===== src/rtl/conv1_seq_ctrl_if.sv =====
// Handshake and data bundle between the conv1 sequencer, the pixel/weight buffers
// and the downstream pooling/FCL stage.
interface conv1_seq_ctrl_if #(
  parameter int ROW_W = 5,
  parameter int COL_W = 3,
  parameter int DW    = 528
);
  logic             start_i;
  logic             abort_i;
  logic             wght_req_o;
  logic             wght_vld_i;
  logic             win_req_o;
  logic [ROW_W-1:0] win_row_o;
  logic [COL_W-1:0] win_col_o;
  logic             win_vld_i;
  logic [DW-1:0]    conv1_data_i;
  logic             out_vld_o;
  logic             out_rdy_i;
  logic [DW-1:0]    out_data_o;
  logic [ROW_W-1:0] out_row_o;
  logic [COL_W-1:0] out_col_o;
  logic             busy_o;
  logic             done_o;

  modport master (
    input  start_i, abort_i, wght_vld_i, win_vld_i, conv1_data_i, out_rdy_i,
    output wght_req_o, win_req_o, win_row_o, win_col_o,
           out_vld_o, out_data_o, out_row_o, out_col_o, busy_o, done_o
  );

  modport slave (
    output start_i, abort_i, wght_vld_i, win_vld_i, conv1_data_i, out_rdy_i,
    input  wght_req_o, win_req_o, win_row_o, win_col_o,
           out_vld_o, out_data_o, out_row_o, out_col_o, busy_o, done_o
  );
endinterface


===== src/rtl/conv1_seq_ctrl.sv =====
// Frame sequencer for the conv1 array: one weight load per frame, then one window
// request / fixed-latency compute / downstream handoff per output column group.
module conv1_seq_ctrl #(
  parameter int NUM_FILT             = 6,
  parameter int NUM_PXL_OUT_PER_FILT = 4,
  parameter int ACTV_OUTPUT_WIDTH    = 22,
  parameter int NUM_OUT_ROWS         = 28,
  parameter int NUM_COL_GRPS         = 7,
  parameter int COMPUTE_LATENCY      = 3
) (
  input  logic             conv1_ctrl_clk,
  input  logic             conv1_ctrl_rst_b,
  conv1_seq_ctrl_if.master bus
);

  localparam int ROW_W = (NUM_OUT_ROWS > 1) ? $clog2(NUM_OUT_ROWS) : 1;
  localparam int COL_W = (NUM_COL_GRPS > 1) ? $clog2(NUM_COL_GRPS) : 1;
  localparam int DW    = NUM_FILT * NUM_PXL_OUT_PER_FILT * ACTV_OUTPUT_WIDTH;
  localparam int LAT_W = $clog2(COMPUTE_LATENCY + 1);

  localparam logic [ROW_W-1:0] LAST_ROW = ROW_W'(NUM_OUT_ROWS - 1);
  localparam logic [COL_W-1:0] LAST_COL = COL_W'(NUM_COL_GRPS - 1);
  localparam logic [LAT_W-1:0] LAT_LOAD = LAT_W'(COMPUTE_LATENCY - 1);

  typedef enum logic [2:0] {
    S_IDLE,
    S_WLOAD,
    S_FETCH,
    S_COMPUTE,
    S_WRITE,
    S_DONE
  } state_t;

  state_t           state;
  logic [ROW_W-1:0] row_cnt;
  logic [COL_W-1:0] col_cnt;
  logic [LAT_W-1:0] lat_cnt;
  logic             wght_req;
  logic             win_req;
  logic             out_vld;
  logic             busy;
  logic             done;
  logic [DW-1:0]    out_data;
  logic [ROW_W-1:0] out_row;
  logic [COL_W-1:0] out_col;

  logic last_col;
  logic last_pos;
  logic accept;

  assign last_col = (col_cnt == LAST_COL);
  assign last_pos = last_col && (row_cnt == LAST_ROW);
  assign accept   = out_vld && bus.out_rdy_i;

  // Abort outranks every other event in a live frame and wipes all visible state.
  always_ff @(posedge conv1_ctrl_clk or negedge conv1_ctrl_rst_b) begin
    if (!conv1_ctrl_rst_b) begin
      state    <= S_IDLE;
      row_cnt  <= '0;
      col_cnt  <= '0;
      lat_cnt  <= '0;
      wght_req <= 1'b0;
      win_req  <= 1'b0;
      out_vld  <= 1'b0;
      busy     <= 1'b0;
      done     <= 1'b0;
      out_data <= '0;
      out_row  <= '0;
      out_col  <= '0;
    end else if ((state != S_IDLE) && bus.abort_i) begin
      state    <= S_IDLE;
      row_cnt  <= '0;
      col_cnt  <= '0;
      lat_cnt  <= '0;
      wght_req <= 1'b0;
      win_req  <= 1'b0;
      out_vld  <= 1'b0;
      busy     <= 1'b0;
      done     <= 1'b0;
      out_data <= '0;
      out_row  <= '0;
      out_col  <= '0;
    end else begin
      done <= 1'b0;
      case (state)
        S_IDLE: begin
          if (bus.start_i && !bus.abort_i) begin
            state    <= S_WLOAD;
            wght_req <= 1'b1;
            busy     <= 1'b1;
          end
        end

        S_WLOAD: begin
          if (bus.wght_vld_i) begin
            wght_req <= 1'b0;
            win_req  <= 1'b1;
            state    <= S_FETCH;
          end
        end

        S_FETCH: begin
          if (bus.win_vld_i) begin
            win_req <= 1'b0;
            lat_cnt <= LAT_LOAD;
            state   <= S_COMPUTE;
          end
        end

        // The array result is only guaranteed on the cycle the countdown hits zero.
        S_COMPUTE: begin
          if (lat_cnt == '0) begin
            out_data <= bus.conv1_data_i;
            out_row  <= row_cnt;
            out_col  <= col_cnt;
            out_vld  <= 1'b1;
            state    <= S_WRITE;
          end else begin
            lat_cnt <= lat_cnt - LAT_W'(1);
          end
        end

        S_WRITE: begin
          if (accept) begin
            out_vld <= 1'b0;
            col_cnt <= last_col ? '0 : col_cnt + COL_W'(1);
            if (last_pos) begin
              row_cnt <= '0;
              done    <= 1'b1;
              state   <= S_DONE;
            end else begin
              row_cnt <= last_col ? row_cnt + ROW_W'(1) : row_cnt;
              win_req <= 1'b1;
              state   <= S_FETCH;
            end
          end
        end

        S_DONE: begin
          row_cnt <= '0;
          col_cnt <= '0;
          busy    <= 1'b0;
          state   <= S_IDLE;
        end

        default: begin
          state <= S_IDLE;
        end
      endcase
    end
  end

  assign bus.wght_req_o = wght_req;
  assign bus.win_req_o  = win_req;
  assign bus.win_row_o  = row_cnt;
  assign bus.win_col_o  = col_cnt;
  assign bus.out_vld_o  = out_vld;
  assign bus.out_data_o = out_data;
  assign bus.out_row_o  = out_row;
  assign bus.out_col_o  = out_col;
  assign bus.busy_o     = busy;
  assign bus.done_o     = done;

endmodule


===== src/flat_wrapper.sv =====
// flat-port wrapper written by rule: the top's interface ports become plain ports
module conv1_seq_ctrl_flat 
#(
  parameter int NUM_FILT             = 6,
  parameter int NUM_PXL_OUT_PER_FILT = 4,
  parameter int ACTV_OUTPUT_WIDTH    = 22,
  parameter int NUM_OUT_ROWS         = 28,
  parameter int NUM_COL_GRPS         = 7,
  parameter int COMPUTE_LATENCY      = 3
)
  (conv1_ctrl_clk, conv1_ctrl_rst_b, bus_start_i, bus_abort_i, bus_wght_vld_i, bus_win_vld_i, bus_conv1_data_i, bus_out_rdy_i, bus_wght_req_o, bus_win_req_o, bus_win_row_o, bus_win_col_o, bus_out_vld_o, bus_out_data_o, bus_out_row_o, bus_out_col_o, bus_busy_o, bus_done_o);
  conv1_seq_ctrl_if #(.ROW_W(($clog2(NUM_OUT_ROWS))), .COL_W(($clog2(NUM_COL_GRPS))), .DW((NUM_FILT * (4) * (22)))) bus_i ();
  input  logic conv1_ctrl_clk;
  input  logic conv1_ctrl_rst_b;
  input wire logic [$bits(bus_i.start_i)-1:0] bus_start_i;
  input wire logic [$bits(bus_i.abort_i)-1:0] bus_abort_i;
  input wire logic [$bits(bus_i.wght_vld_i)-1:0] bus_wght_vld_i;
  input wire logic [$bits(bus_i.win_vld_i)-1:0] bus_win_vld_i;
  input wire logic [$bits(bus_i.conv1_data_i)-1:0] bus_conv1_data_i;
  input wire logic [$bits(bus_i.out_rdy_i)-1:0] bus_out_rdy_i;
  output wire logic [$bits(bus_i.wght_req_o)-1:0] bus_wght_req_o;
  output wire logic [$bits(bus_i.win_req_o)-1:0] bus_win_req_o;
  output wire logic [$bits(bus_i.win_row_o)-1:0] bus_win_row_o;
  output wire logic [$bits(bus_i.win_col_o)-1:0] bus_win_col_o;
  output wire logic [$bits(bus_i.out_vld_o)-1:0] bus_out_vld_o;
  output wire logic [$bits(bus_i.out_data_o)-1:0] bus_out_data_o;
  output wire logic [$bits(bus_i.out_row_o)-1:0] bus_out_row_o;
  output wire logic [$bits(bus_i.out_col_o)-1:0] bus_out_col_o;
  output wire logic [$bits(bus_i.busy_o)-1:0] bus_busy_o;
  output wire logic [$bits(bus_i.done_o)-1:0] bus_done_o;
  assign bus_i.start_i = bus_start_i;
  assign bus_i.abort_i = bus_abort_i;
  assign bus_i.wght_vld_i = bus_wght_vld_i;
  assign bus_i.win_vld_i = bus_win_vld_i;
  assign bus_i.conv1_data_i = bus_conv1_data_i;
  assign bus_i.out_rdy_i = bus_out_rdy_i;
  assign bus_wght_req_o = bus_i.wght_req_o;
  assign bus_win_req_o = bus_i.win_req_o;
  assign bus_win_row_o = bus_i.win_row_o;
  assign bus_win_col_o = bus_i.win_col_o;
  assign bus_out_vld_o = bus_i.out_vld_o;
  assign bus_out_data_o = bus_i.out_data_o;
  assign bus_out_row_o = bus_i.out_row_o;
  assign bus_out_col_o = bus_i.out_col_o;
  assign bus_busy_o = bus_i.busy_o;
  assign bus_done_o = bus_i.done_o;
  conv1_seq_ctrl #(.NUM_FILT(NUM_FILT), .NUM_PXL_OUT_PER_FILT(NUM_PXL_OUT_PER_FILT), .ACTV_OUTPUT_WIDTH(ACTV_OUTPUT_WIDTH), .NUM_OUT_ROWS(NUM_OUT_ROWS), .NUM_COL_GRPS(NUM_COL_GRPS), .COMPUTE_LATENCY(COMPUTE_LATENCY)) u_core (.conv1_ctrl_clk(conv1_ctrl_clk), .conv1_ctrl_rst_b(conv1_ctrl_rst_b), .bus(bus_i));
endmodule

===== config.mk =====
export PLATFORM = sky130hd
export DESIGN_NAME = conv1_seq_ctrl_flat
export DESIGN_NICKNAME = d
export VERILOG_FILES = /design/src/rtl/conv1_seq_ctrl_if.sv /design/src/rtl/conv1_seq_ctrl.sv /design/src/flat_wrapper.sv
export SDC_FILE = /design/constraint.sdc
export NUM_CORES = 1
export LEC_CHECK = 0
export BUFFER_PORTS_ARGS = -buffer_cell sky130_fd_sc_hd__buf_2
export CELL_PAD_IN_SITES_DETAIL_PLACEMENT = 1
export CELL_PAD_IN_SITES_GLOBAL_PLACEMENT = 1
export CORE_AREA = 3 3 423 425
export DETAILED_ROUTE_END_ITERATION = 12
export DIE_AREA = 0 0 426 428
export PLACE_DENSITY_LB_ADDON = 0.15
export SLEW_MARGIN = 20
export SYNTH_ARGS = -nofsm -noshare
export SYNTH_HDL_FRONTEND = slang
export SYNTH_SLANG_ARGS = --single-unit

===== constraint.sdc =====
create_clock -name conv1_ctrl_clk -period 5.1 [get_ports conv1_ctrl_clk]
set_input_delay 0.765 -clock conv1_ctrl_clk [delete_from_list [all_inputs] [get_ports conv1_ctrl_clk]]
set_output_delay 0.765 -clock conv1_ctrl_clk [all_outputs]
set_load 0.02 [all_outputs]

==> summary.log, run 1 <==
INFO  synth          dominant_cell_type_by_area_after_synthesis=sky130_fd_sc_hd__dfrtp_1
INFO  clock_network  clk_latency=0.67ns
INFO  timing         rsz0062_at_grt=false
INFO  timing         setup-violations-final=0
INFO  clock_network  post-cts-setup-buffer-count=0
INFO  timing         timing_max_transition_violations_final=0
INFO  routing        post-route-drc-count=0
INFO  worst_hold_path hold_class=input port to asynchronous set/reset pin
INFO  timing         period_needed=2.91ns
INFO  setup_path     end_kind=flop
INFO  setup_path     timing.critical_path.slowest_cell_delay=0.87ns
INFO  clock_network  ctsResizeCount=0
INFO  synth          avgSynthCellArea=15.0um2
INFO  timing         final.setup.tns=0ns
INFO  setup_path     worst-endpoint-required=5.68ns
INFO  setup_path     cpMaxStageDelayCell=sky130_fd_sc_hd__dfrtp_1
INFO  clock_network  hold_buffers=0
INFO  placed_design  detailed_place.area=0.0280mm2
INFO  clock_network  cts-root-to-sink-buffers=3
INFO  synth          post_syn_nets=1861
INFO  setup_path     critical-path-top-delay-family=flip-flops
INFO  routing        drt_iter0_markers=839
INFO  synth          synth_cell_types=47
INFO  synth          post-synth-top-count-cell=sky130_fd_sc_hd__dfrtp_1
INFO  final_layout   final_core_util=0.175
INFO  timing         max_clock_freq=344MHz
INFO  setup_path     critical_path.startpoint=u_core.state[0]
INFO  global_routing grtUsageMet2=0.240
INFO  global_routing grt_use_met3=0.0379
INFO  synth          synth_edf_count=0
INFO  timing         timing.clock.skew=0.0225ns
INFO  clock_network  cts_htree_levels=3
INFO  run            max-cap-violations=0
INFO  routing        ant_nets=0
INFO  setup_path     timing.critical_path.fanout_max=146
INFO  global_routing grt_pass1_wl=170000um
INFO  final_layout   nFillCells=20187
INFO  synth          synth_sequential_area_ratio=0.697
INFO  global_routing global_route.usage.met1=0.153
INFO  clock_network  cts_buffers=81
INFO  clock_network  clk_transition_reported_paths=0.05ns
INFO  synth          netlist_top_cells_count=sky130_fd_sc_hd__dfrtp_1 (554), sky130_fd_sc_hd__a22o_1 (536), sky130_fd_sc_hd__buf_2 (93)
INFO  power_and_ir_drop power.ir.vdd_worst=0.238mV
INFO  clock_network  cts_tree=built
INFO  timing         worst_margin_slew=0.945ns
INFO  synth          synth-main-ff-cell=sky130_fd_sc_hd__dfrtp_1
INFO  routing        drt_wl_total=125000um
INFO  die            dieHeight=428um
INFO  final_layout   drive_gt1_frac=0.508
INFO  power_and_ir_drop leakage_power=0.0163uW
INFO  setup_path     crit_path_start_kind=flop
INFO  routing        first_pass_iters=5
INFO  clock_network  clock_tree_root_buffer_cell=sky130_fd_sc_hd__clkbuf_16
INFO  synth          yosysWarningCount=0
INFO  placed_design  place.detailed.instances=4649
INFO  die            floorplan.core_area=0.176mm2
INFO  synth          synth_async_sr_flop_share=1.00
INFO  placed_design  placement.io_buffers=1083
INFO  synth          post_syn_instances=1324
INFO  routing        viasPerCell=3.60
INFO  setup_path     reg2reg_from=u_core.state[0]
INFO  final_layout   final_design_area_no_fill=0.0307mm2
INFO  setup_path     worstSetupPathType=flop to flop
INFO  die            start_util=0.113
INFO  synth          synthesis.area=0.0199mm2
INFO  clock_network  cts.sinks=554
INFO  routing        avgRoutedWirePerCell=25.9um
INFO  timing         slew-limit-headroom=0.370
INFO  die            placement_rows=154
INFO  global_routing largest_net_degree_at_the_start_of_global_routing=147
INFO  global_routing grtUsageTotal=0.133
INFO  timing         final_min_period_over_clock_period=0.570
INFO  global_routing globalRoute.busiestLayer=met2
INFO  setup_path     critical_path.cell_chain=nand2_1 > nor3_4 > buf_4 > buf_12 > a22o_1
INFO  power_and_ir_drop powerDensity=536mW/mm2
INFO  routing        vias=17302
INFO  global_routing gr-total-overflow=0
INFO  outcome        status=finished, final reports clean
INFO  global_routing number_of_global_route_vias_before_repair=18937
INFO  die            pin_count=1084
INFO  global_routing grt_antenna_before_repair=70
INFO  setup_path     cp.buffers_inverters=2
INFO  placed_design  hpwlAfterDp=98500um
INFO  final_layout   num-nets-final=2929
INFO  setup_path     worst-endpoint-arrival=3.49ns
INFO  timing         count_of_final_hold_check_violations=0
INFO  synth          share_of_yosys_cell_area_claimed_by_the_top_area_cell_type=0.697
INFO  placed_design  place_congestion=0.830
INFO  synth          synthesis_stage_register_bit_count=554
INFO  final_layout   areaGrowthSynthToFinish=54.5%
INFO  die            die_area=0.182mm2
INFO  final_layout   fin_cells=4802
INFO  synth          post_synth_main_area_contributors=sky130_fd_sc_hd__dfrtp_1 (70%), sky130_fd_sc_hd__a22o_1 (24%), sky130_fd_sc_hd__buf_2 (2.3%), sky130_fd_sc_hd__buf_4 (0.45%), sky130_fd_sc_hd__o21ai_0 (0.35%)
INFO  die            die_w=426um
[report_power, final]
group / internal [uW] / switching (uW) / leakage, uW
combinational: 1530 / 3300 / 0.00734
sequential: 5210 / 598 / 0.00766
clock: 3560 / 2260 / 0.00132
[registers in the layout, indices dropped and copies added (netlist names)]
signal                 count
u_core.bus.out_col_o       3
u_core.bus.out_row_o       5
u_core.bus.busy_o          1
u_core.bus.done_o          1
u_core.bus.win_req_o       1
u_core.bus.out_data_o    528
u_core.bus.out_vld_o       1
u_core.bus.win_col_o       3
u_core.lat_cnt             2
u_core.state               3
u_core.bus.win_row_o       5
u_core.bus.wght_req_o      1
[worst reg2reg max path: cells and delay by family, from the launching register on]
family	cells	cell delay (ns)
compound gates	1	0.56
buf+inv	2	0.88
flops	1	0.87
simple gates	2	0.53
[cells by family after synthesis]
family | count (synthesis) | synth area share
XOR/XNOR | 1 | 0.000441
AND/OR/NAND/NOR | 52 | 0.0145
adder cells (fa/ha/maj) | 2 | 0.00126
AO/OA/AOI/OAI | 581 | 0.252
multiplexers | 3 | 0.00157
flip-flops | 554 | 0.697
buffers and inverters | 131 | 0.0328
[routing by layer]
metal | vias to the layer above | part of all wire
met5 | - | 0.00010
met4 | 2 | 0.025
met3 | 221 | 0.067
met2 | 647 | 0.52
met1 | 9148 | 0.39
li1 | 7284 | -
[worst paths after layout]
check / end / slack, ns / cells after the start
max: u_core.bus.out_data_o[331] / 2.19 / 5
min: u_core.bus.out_data_o[51] / 0.09 / 1
max reg2reg: u_core.bus.out_data_o[331] / 2.19 / 5
min reg2reg: u_core.bus.out_data_o[366] / 0.50 / 1
max in group asynchronous: u_core.bus.out_data_o[178] / 3.62 / 2
min in group conv1_ctrl_clk: u_core.bus.out_data_o[496] / 0.31 / 2
[cells in the final DEF (no fill, tap or decap), types with 3 or more instances in the layout]
| cell | netlist | routed |
|---|---|---|
| sky130_fd_sc_hd__a211oi_1 | 3 | 3 |
| sky130_fd_sc_hd__a21oi_1 | 7 | 7 |
| sky130_fd_sc_hd__a22o_1 | 536 | 536 |
| sky130_fd_sc_hd__buf_12 | 0 | 13 |
| sky130_fd_sc_hd__buf_2 | 93 | 1082 |
| sky130_fd_sc_hd__buf_4 | 12 | 15 |
| sky130_fd_sc_hd__bufinv_16 | 0 | 8 |
| sky130_fd_sc_hd__clkbuf_1 | 17 | 20 |
| sky130_fd_sc_hd__clkbuf_16 | 0 | 82 |
| sky130_fd_sc_hd__clkbuf_8 | 0 | 14 |
| sky130_fd_sc_hd__clkinv_2 | 0 | 10 |
| sky130_fd_sc_hd__clkinv_4 | 0 | 3 |
| sky130_fd_sc_hd__clkinvlp_4 | 0 | 4 |
| sky130_fd_sc_hd__dfrtp_1 | 554 | 554 |
| sky130_fd_sc_hd__diode_2 | 0 | 8 |
| sky130_fd_sc_hd__inv_1 | 5 | 5 |
| sky130_fd_sc_hd__inv_6 | 0 | 3 |
| sky130_fd_sc_hd__nand2_1 | 17 | 17 |
| sky130_fd_sc_hd__nand2b_1 | 3 | 3 |
| sky130_fd_sc_hd__nand3_1 | 4 | 4 |
| sky130_fd_sc_hd__nor2_1 | 8 | 8 |
| sky130_fd_sc_hd__nor2b_1 | 3 | 3 |
| sky130_fd_sc_hd__o21ai_0 | 14 | 14 |
[stage by stage]
stage	hold WS (ns)	setup slack, ns	power, uW
finish	0.0851	2.19	16500
global placement	0.482	1.91	10800
global route	0.0739	2.00	17400
CTS	0.0167	2.17	16900
floorplan	0.469	3.06	8410
detailed placement	0.485	1.86	10900
[cell type report]
class / count / area [um2] / area share
inverters: 5 / 18.8 / 0.000611
clock inverters: 29 / 389 / 0.0127
multi-input cells: 639 / 5380 / 0.175
diodes: 8 / 20.0 / 0.000652
repair buffers: 1111 / 5800 / 0.189
well taps: 2340 / 2930 / 0.0953
clock buffers: 116 / 2320 / 0.0755
flip-flops and latches: 554 / 13900 / 0.451
Note: power is estimated with default switching activity, not from simulation.
==> inputs of run 2 (changes only) <==
- clock period: 5.1 -> 2.5 ns (I/O delays scaled with it)
==> summary.log, run 2 (synthesized netlist as in run 1, its figures left out) <==
INFO  placed_design  placement.io_buffers=1083
INFO  clock_network  ctsResizeCount=0
INFO  worst_hold_path hold_class=input port to flop
INFO  power_and_ir_drop power.ir.vdd_worst=0.421mV
INFO  global_routing largest_net_degree_at_the_start_of_global_routing=84
INFO  power_and_ir_drop finalPower=34700uW
INFO  die            floorplan.core_area=0.176mm2
INFO  setup_path     end_kind=flop
INFO  die            die_area=0.182mm2
INFO  routing        vias=19256
INFO  final_layout   flip_flop_count_of_the_largest_register_after_layout=528
INFO  clock_network  cts-root-to-sink-buffers=3
INFO  power_and_ir_drop powerDensity=948mW/mm2
INFO  routing        ant_nets=0
INFO  final_layout   drive_gt1_frac=0.428
INFO  die            pin_count=1084
INFO  clock_network  post-cts-setup-buffer-count=0
INFO  placed_design  hpwlAfterDp=102000um
INFO  routing        post-route-drc-count=0
INFO  setup_path     crit_path_start_kind=flop
INFO  outcome        status=finished, final reports clean
INFO  global_routing grtUsageTotal=0.138
INFO  routing        drt_wl_total=129000um
INFO  clock_network  clk_latency=0.69ns
INFO  final_layout   final_design_area_no_fill=0.0367mm2
INFO  die            placement_rows=154
INFO  clock_network  cts_htree_levels=3
INFO  routing        drt_iter0_markers=876
INFO  global_routing number_of_global_route_vias_before_repair=21716
INFO  timing         final_min_period_over_clock_period=0.823
INFO  power_and_ir_drop clock_power_share=0.342
INFO  global_routing grt_pass1_wl=179000um
INFO  setup_path     worstSetupPathType=flop to flop
INFO  final_layout   num-nets-final=3507
INFO  setup_path     worst-endpoint-required=3.06ns
INFO  routing        viasPerCell=3.58
INFO  die            dieHeight=428um
INFO  timing         rsz0062_at_grt=false
INFO  setup_path     timing.critical_path.fanout_max=6
INFO  timing         setup-violations-final=0
INFO  clock_network  cts_tree=built
INFO  run            max-cap-violations=0
INFO  global_routing grt_antenna_before_repair=45
INFO  placed_design  place_congestion=0.834
INFO  die            die_w=426um
INFO  clock_network  cts.sinks=554
INFO  power_and_ir_drop seqPwrFrac=0.340
INFO  placed_design  detailed_place.area=0.0286mm2
INFO  timing         count_of_final_hold_check_violations=0
INFO  final_layout   final_cell_mix=sky130_fd_sc_hd__buf_2 (1082), sky130_fd_sc_hd__dfrtp_1 (554), sky130_fd_sc_hd__a22o_1 (536)
INFO  clock_network  hold_buffers=531
INFO  global_routing gr-total-overflow=0
INFO  timing         period_needed=2.06ns
INFO  timing         slew-limit-headroom=0.657
INFO  clock_network  clock_tree_root_buffer_cell=sky130_fd_sc_hd__clkbuf_16
INFO  clock_network  cts_buffers=79
INFO  clock_network  clk_transition_reported_paths=0.05ns
INFO  power_and_ir_drop p_int=21800uW
INFO  timing         final.setup.tns=0ns
INFO  final_layout   areaGrowthSynthToFinish=84.4%
INFO  power_and_ir_drop power_switching=13000uW
INFO  timing         timing_max_transition_violations_final=0
INFO  setup_path     worst-endpoint-arrival=2.62ns
INFO  power_and_ir_drop combinational_power_share=0.318
INFO  power_and_ir_drop leakage_power=0.0189uW
INFO  final_layout   final_common_cell=sky130_fd_sc_hd__buf_2
INFO  power_and_ir_drop net_sw_frac=0.374
INFO  routing        avgRoutedWirePerCell=23.9um
INFO  die            start_util=0.113
INFO  routing        first_pass_iters=5
INFO  timing         max_clock_freq=486MHz
INFO  timing         timing.clock.skew=0.0226ns
INFO  timing         worst_margin_slew=0.515ns
run 2: worst max-delay path: stages, from the launching register on:
cell	delay [ns]
sky130_fd_sc_hd__dfrtp_1	0.45
sky130_fd_sc_hd__ha_1	0.25
sky130_fd_sc_hd__nand4b_1	0.15
sky130_fd_sc_hd__or3_1	0.47
sky130_fd_sc_hd__o21ai_0	0.24
sky130_fd_sc_hd__a2bb2oi_1	0.28
sky130_fd_sc_hd__o31ai_2	0.09
run 2: area by class of cell:
type | count | area, um2
clock buffer | 113 | 2280
fill | 19982 | 139000
antenna | 13 | 32.5
tap | 2340 | 2930
inverter | 5 | 18.8
clock inverter | 30 | 450
sequential | 554 | 13900
multi-input combinational | 639 | 5380
timing repair buffer | 1691 | 11700
run 2: stage by stage:
stage          cells  setup slack (ns)  hold slack (ns)  utilization
3_3_place_gp    4698             0.416            0.353        0.163
5_1_grt         5377             0.302           0.0968        0.209
4_1_cts         5372             0.411           0.0201        0.208
3_5_place_dp    4698             0.381            0.349        0.163
6_report        5385             0.444            0.134        0.209
2_1_floorplan   1324             0.673           0.0794            -
run 2: per-layer routing:
metal	GRT usage	vias up	share of wire
met4	0.0395	0	0.024
li1	-	8452	-
met3	0.0431	186	0.074
met1	0.152	9981	0.38
met2	0.250	637	0.52
met5	0	-	0
run 2: path summary, 6_finish.rpt:
path / from / endpoint / slack, ns / cells past startpoint
worst max-delay path: u_core.bus.win_row_o[0] / u_core.bus.win_row_o[4] / 0.44 / 6
worst min-delay path: bus_abort_i / u_core.state[1] / 0.13 / 3
worst max register to register: u_core.bus.win_row_o[0] / u_core.bus.win_row_o[4] / 0.44 / 6
worst min register to register: u_core.bus.out_data_o[447] / u_core.bus.out_data_o[447] / 0.50 / 1
max in group asynchronous: conv1_ctrl_rst_b / u_core.bus.out_data_o[322] / 1.33 / 4
min in group asynchronous: conv1_ctrl_rst_b / u_core.bus.out_data_o[510] / 0.22 / 2
run 2: power groups by stage:
stage,clock [uW],combinational [uW],sequential (uW)
after global routing,12900,11900,12000
final,11900,11100,11800
after floorplan,0,3470,13700
after detailed placement,0,10600,11900
after global placement,0,10500,11900
after CTS,12500,11400,11800
==> inputs of run 3 (changes only) <==
- ABC_AREA: unset -> 1
- CORE_AREA: 3 3 423 425 -> 3 3 421 423
- DIE_AREA: 0 0 426 428 -> 0 0 424 426
- clock period: 2.5 -> 2 ns (I/O delays scaled with it)
==> summary.log, run 3 <==
INFO  outcome        status=finished, final reports clean
INFO  routing        first_pass_iters=5
INFO  setup_path     ff2ff_path_depth=6
INFO  timing         slew-limit-headroom=0.615
INFO  die            floorplan.core_area=0.174mm2
INFO  power_and_ir_drop p_int=27000uW
INFO  global_routing number_of_global_route_vias_before_repair=26203
INFO  power_and_ir_drop net_sw_frac=0.391
INFO  setup_path     end_kind=output pin
INFO  power_and_ir_drop clock_power_share=0.331
INFO  synth          synth_edf_count=0
INFO  die            pin_count=1084
INFO  setup_path     timing.critical_path.fanout_max=9
INFO  worst_hold_path hold_class=input port to asynchronous set/reset pin
INFO  global_routing grt_pass1_wl=196000um
INFO  setup_path     critical-path-top-delay-family=flip-flops
INFO  die            die_area=0.181mm2
INFO  clock_network  cts_htree_levels=3
INFO  final_layout   num-nets-final=4657
INFO  setup_path     timing.critical_path.slowest_cell_delay=0.56ns
INFO  final_layout   drive_gt1_frac=0.316
INFO  synth          dominant_cell_type_by_area_after_synthesis=sky130_fd_sc_hd__dfrtp_1
INFO  clock_network  cts_buffers=79
INFO  die            dieHeight=426um
INFO  timing         timing_max_transition_violations_final=0
INFO  clock_network  clock_tree_root_buffer_cell=sky130_fd_sc_hd__clkbuf_16
INFO  routing        post-route-drc-count=0
INFO  synth          yosysWarningCount=0
INFO  setup_path     cp.buffers_inverters=1
INFO  routing        avgRoutedWirePerCell=21.4um
INFO  synth          synthesis_stage_register_bit_count=554
INFO  setup_path     critical_path.cell_chain=buf_2
INFO  setup_path     worst-endpoint-required=1.70ns
INFO  final_layout   areaGrowthSynthToFinish=73.9%
INFO  power_and_ir_drop combinational_power_share=0.334
INFO  routing        ant_nets=0
INFO  synth          share_of_yosys_cell_area_claimed_by_the_top_area_cell_type=0.607
INFO  power_and_ir_drop power_switching=17400uW
INFO  setup_path     worstSetupPathType=flop to output pin
INFO  routing        viasPerCell=3.67
INFO  global_routing grt_antenna_before_repair=40
INFO  setup_path     crit_path_start_kind=flop
INFO  placed_design  hpwlAfterDp=107000um
INFO  power_and_ir_drop power.ir.vdd_worst=0.523mV
INFO  power_and_ir_drop leakage_power=0.0215uW
INFO  setup_path     cpMaxStageDelayCell=sky130_fd_sc_hd__dfrtp_1
INFO  synth          netlist_top_cells_count=sky130_fd_sc_hd__inv_1 (555), sky130_fd_sc_hd__nand3_1 (555), sky130_fd_sc_hd__dfrtp_1 (554)
INFO  synth          synth_sequential_area_ratio=0.607
INFO  timing         timing.clock.skew=0.0166ns
INFO  synth          synth_cell_types=24
INFO  placed_design  placement.io_buffers=1083
INFO  setup_path     r2r_slack=0.20ns
INFO  power_and_ir_drop seqPwrFrac=0.335
INFO  power_and_ir_drop powerDensity=1120mW/mm2
INFO  setup_path     worstReg2RegEnd=u_core.bus.out_data_o[305]
INFO  timing         setup-violations-final=0
INFO  synth          avgSynthCellArea=9.17um2
INFO  die            placement_rows=153
INFO  timing         final_min_period_over_clock_period=0.901
INFO  die            die_w=424um
INFO  routing        drt_iter0_markers=1097
INFO  synth          post_syn_instances=2492
INFO  final_layout   final_core_util=0.229
INFO  global_routing gr-total-overflow=0
INFO  setup_path     worst-endpoint-arrival=1.50ns
INFO  routing        vias=23923
INFO  clock_network  cts_tree=built
INFO  die            start_util=0.131
INFO  run            max-cap-violations=0
INFO  placed_design  place_congestion=0.788
INFO  synth          post_synth_main_area_contributors=sky130_fd_sc_hd__dfrtp_1 (61%), sky130_fd_sc_hd__nand3_1 (12%), sky130_fd_sc_hd__o21ai_0 (11%), sky130_fd_sc_hd__inv_1 (9.1%), sky130_fd_sc_hd__buf_2 (2.1%)
INFO  routing        drt_wl_total=139000um
INFO  clock_network  clk_latency=0.68ns
INFO  timing         count_of_final_hold_check_violations=0
INFO  clock_network  cts-root-to-sink-buffers=3
INFO  synth          synth_async_sr_flop_share=1.00
INFO  timing         rsz0062_at_grt=false
INFO  timing         worst_margin_slew=0.577ns
INFO  timing         max_clock_freq=555MHz
INFO  synth          synth-main-ff-cell=sky130_fd_sc_hd__dfrtp_1
INFO  global_routing grtUsageTotal=0.149
INFO  final_layout   final_common_cell=sky130_fd_sc_hd__buf_2
INFO  global_routing largest_net_degree_at_the_start_of_global_routing=84
INFO  final_layout   flip_flop_count_of_the_largest_register_after_layout=528
INFO  timing         final.setup.tns=0ns
INFO  timing         period_needed=1.80ns
INFO  clock_network  clk_transition_reported_paths=0.06ns
INFO  final_layout   final_cell_mix=sky130_fd_sc_hd__buf_2 (1082), sky130_fd_sc_hd__nand3_1 (555), sky130_fd_sc_hd__inv_1 (555)
INFO  setup_path     reg2reg_from=u_core.lat_cnt[0]
INFO  clock_network  cts.sinks=554
INFO  synth          synthesis.area=0.0229mm2
INFO  synth          post_syn_nets=3029
-- run 3: power groups by stage --
stage	Clock (uW)	Sequential [uW]	Combinational (uW)
after floorplan	0	17700	4300
after global placement	0	15000	14300
after detailed placement	0	15000	14300
after CTS	15400	14900	15300
after global routing	15800	15200	16100
final	14700	14800	14800
-- run 3: repair_timing --
item / CTS / global route
buffers inserted: 0 / 0
hold buffers: 532 / 0
gates resized for setup: 0 / 0
hold endpoints to repair: 837 / 0
-- run 3: layout make-up --
cell class / count / area (um2)
tap: 2325 / 2910
multi-input combinational: 1201 / 5990
antenna: 8 / 20.0
fill: 20648 / 134000
sequential: 554 / 13900
clock inverter: 25 / 389
clock buffer: 115 / 2280
timing repair buffer: 1727 / 12200
inverter: 557 / 2090
-- run 3: kinds of logic after synthesis --
logic type | after synthesis | share of synthesized area
buffers and inverters | 737 | 0.132
AND/OR/NAND/NOR | 643 | 0.138
adder cells (fa/ha/maj) | 2 | 0.00109
flip-flops | 554 | 0.607
AO/OA/AOI/OAI | 555 | 0.122
XOR/XNOR | 1 | 0.000383
-- run 3: worst max path at each step --
stage | start | end | cells past startpoint
2_1_floorplan | u_core.bus.win_row_o[1] | u_core.bus.win_req_o | 10
3_3_place_gp | u_core.bus.out_vld_o | u_core.bus.win_row_o[2] | 6
3_5_place_dp | u_core.lat_cnt[0] | u_core.bus.out_data_o[305] | 6
4_1_cts | u_core.bus.win_row_o[2] | bus_win_row_o[2] | 1
5_1_grt | u_core.state[2] | u_core.bus.win_row_o[2] | 8
6_report | u_core.bus.win_row_o[2] | bus_win_row_o[2] | 1
-- run 3: stage by stage --
stage / hold slack [ns] / instance area, um2 / power, uW / setup WS [ns] / std cells
finish: 0.0762 / 39700 / 44400 / 0.198 / 6512
detailed placement: 0.163 / 31700 / 29300 / 0.192 / 5832
global route: 0.0117 / 39700 / 47100 / 0.0113 / 6508
floorplan: 0.00441 / 22900 / 22000 / 0.498 / 2492
CTS: 0.000407 / 39700 / 45500 / 0.0965 / 6504
global placement: 0.162 / 31700 / 29300 / 0.186 / 5832
-- run 3: metal layers --
metal	GRT usage	vias up	wire, um
met2	0.266	597	72100
met5	0	-	13
met1	0.176	11872	56600
met3	0.0362	192	7090
li1	-	11260	-
met4	0.0387	2	3590
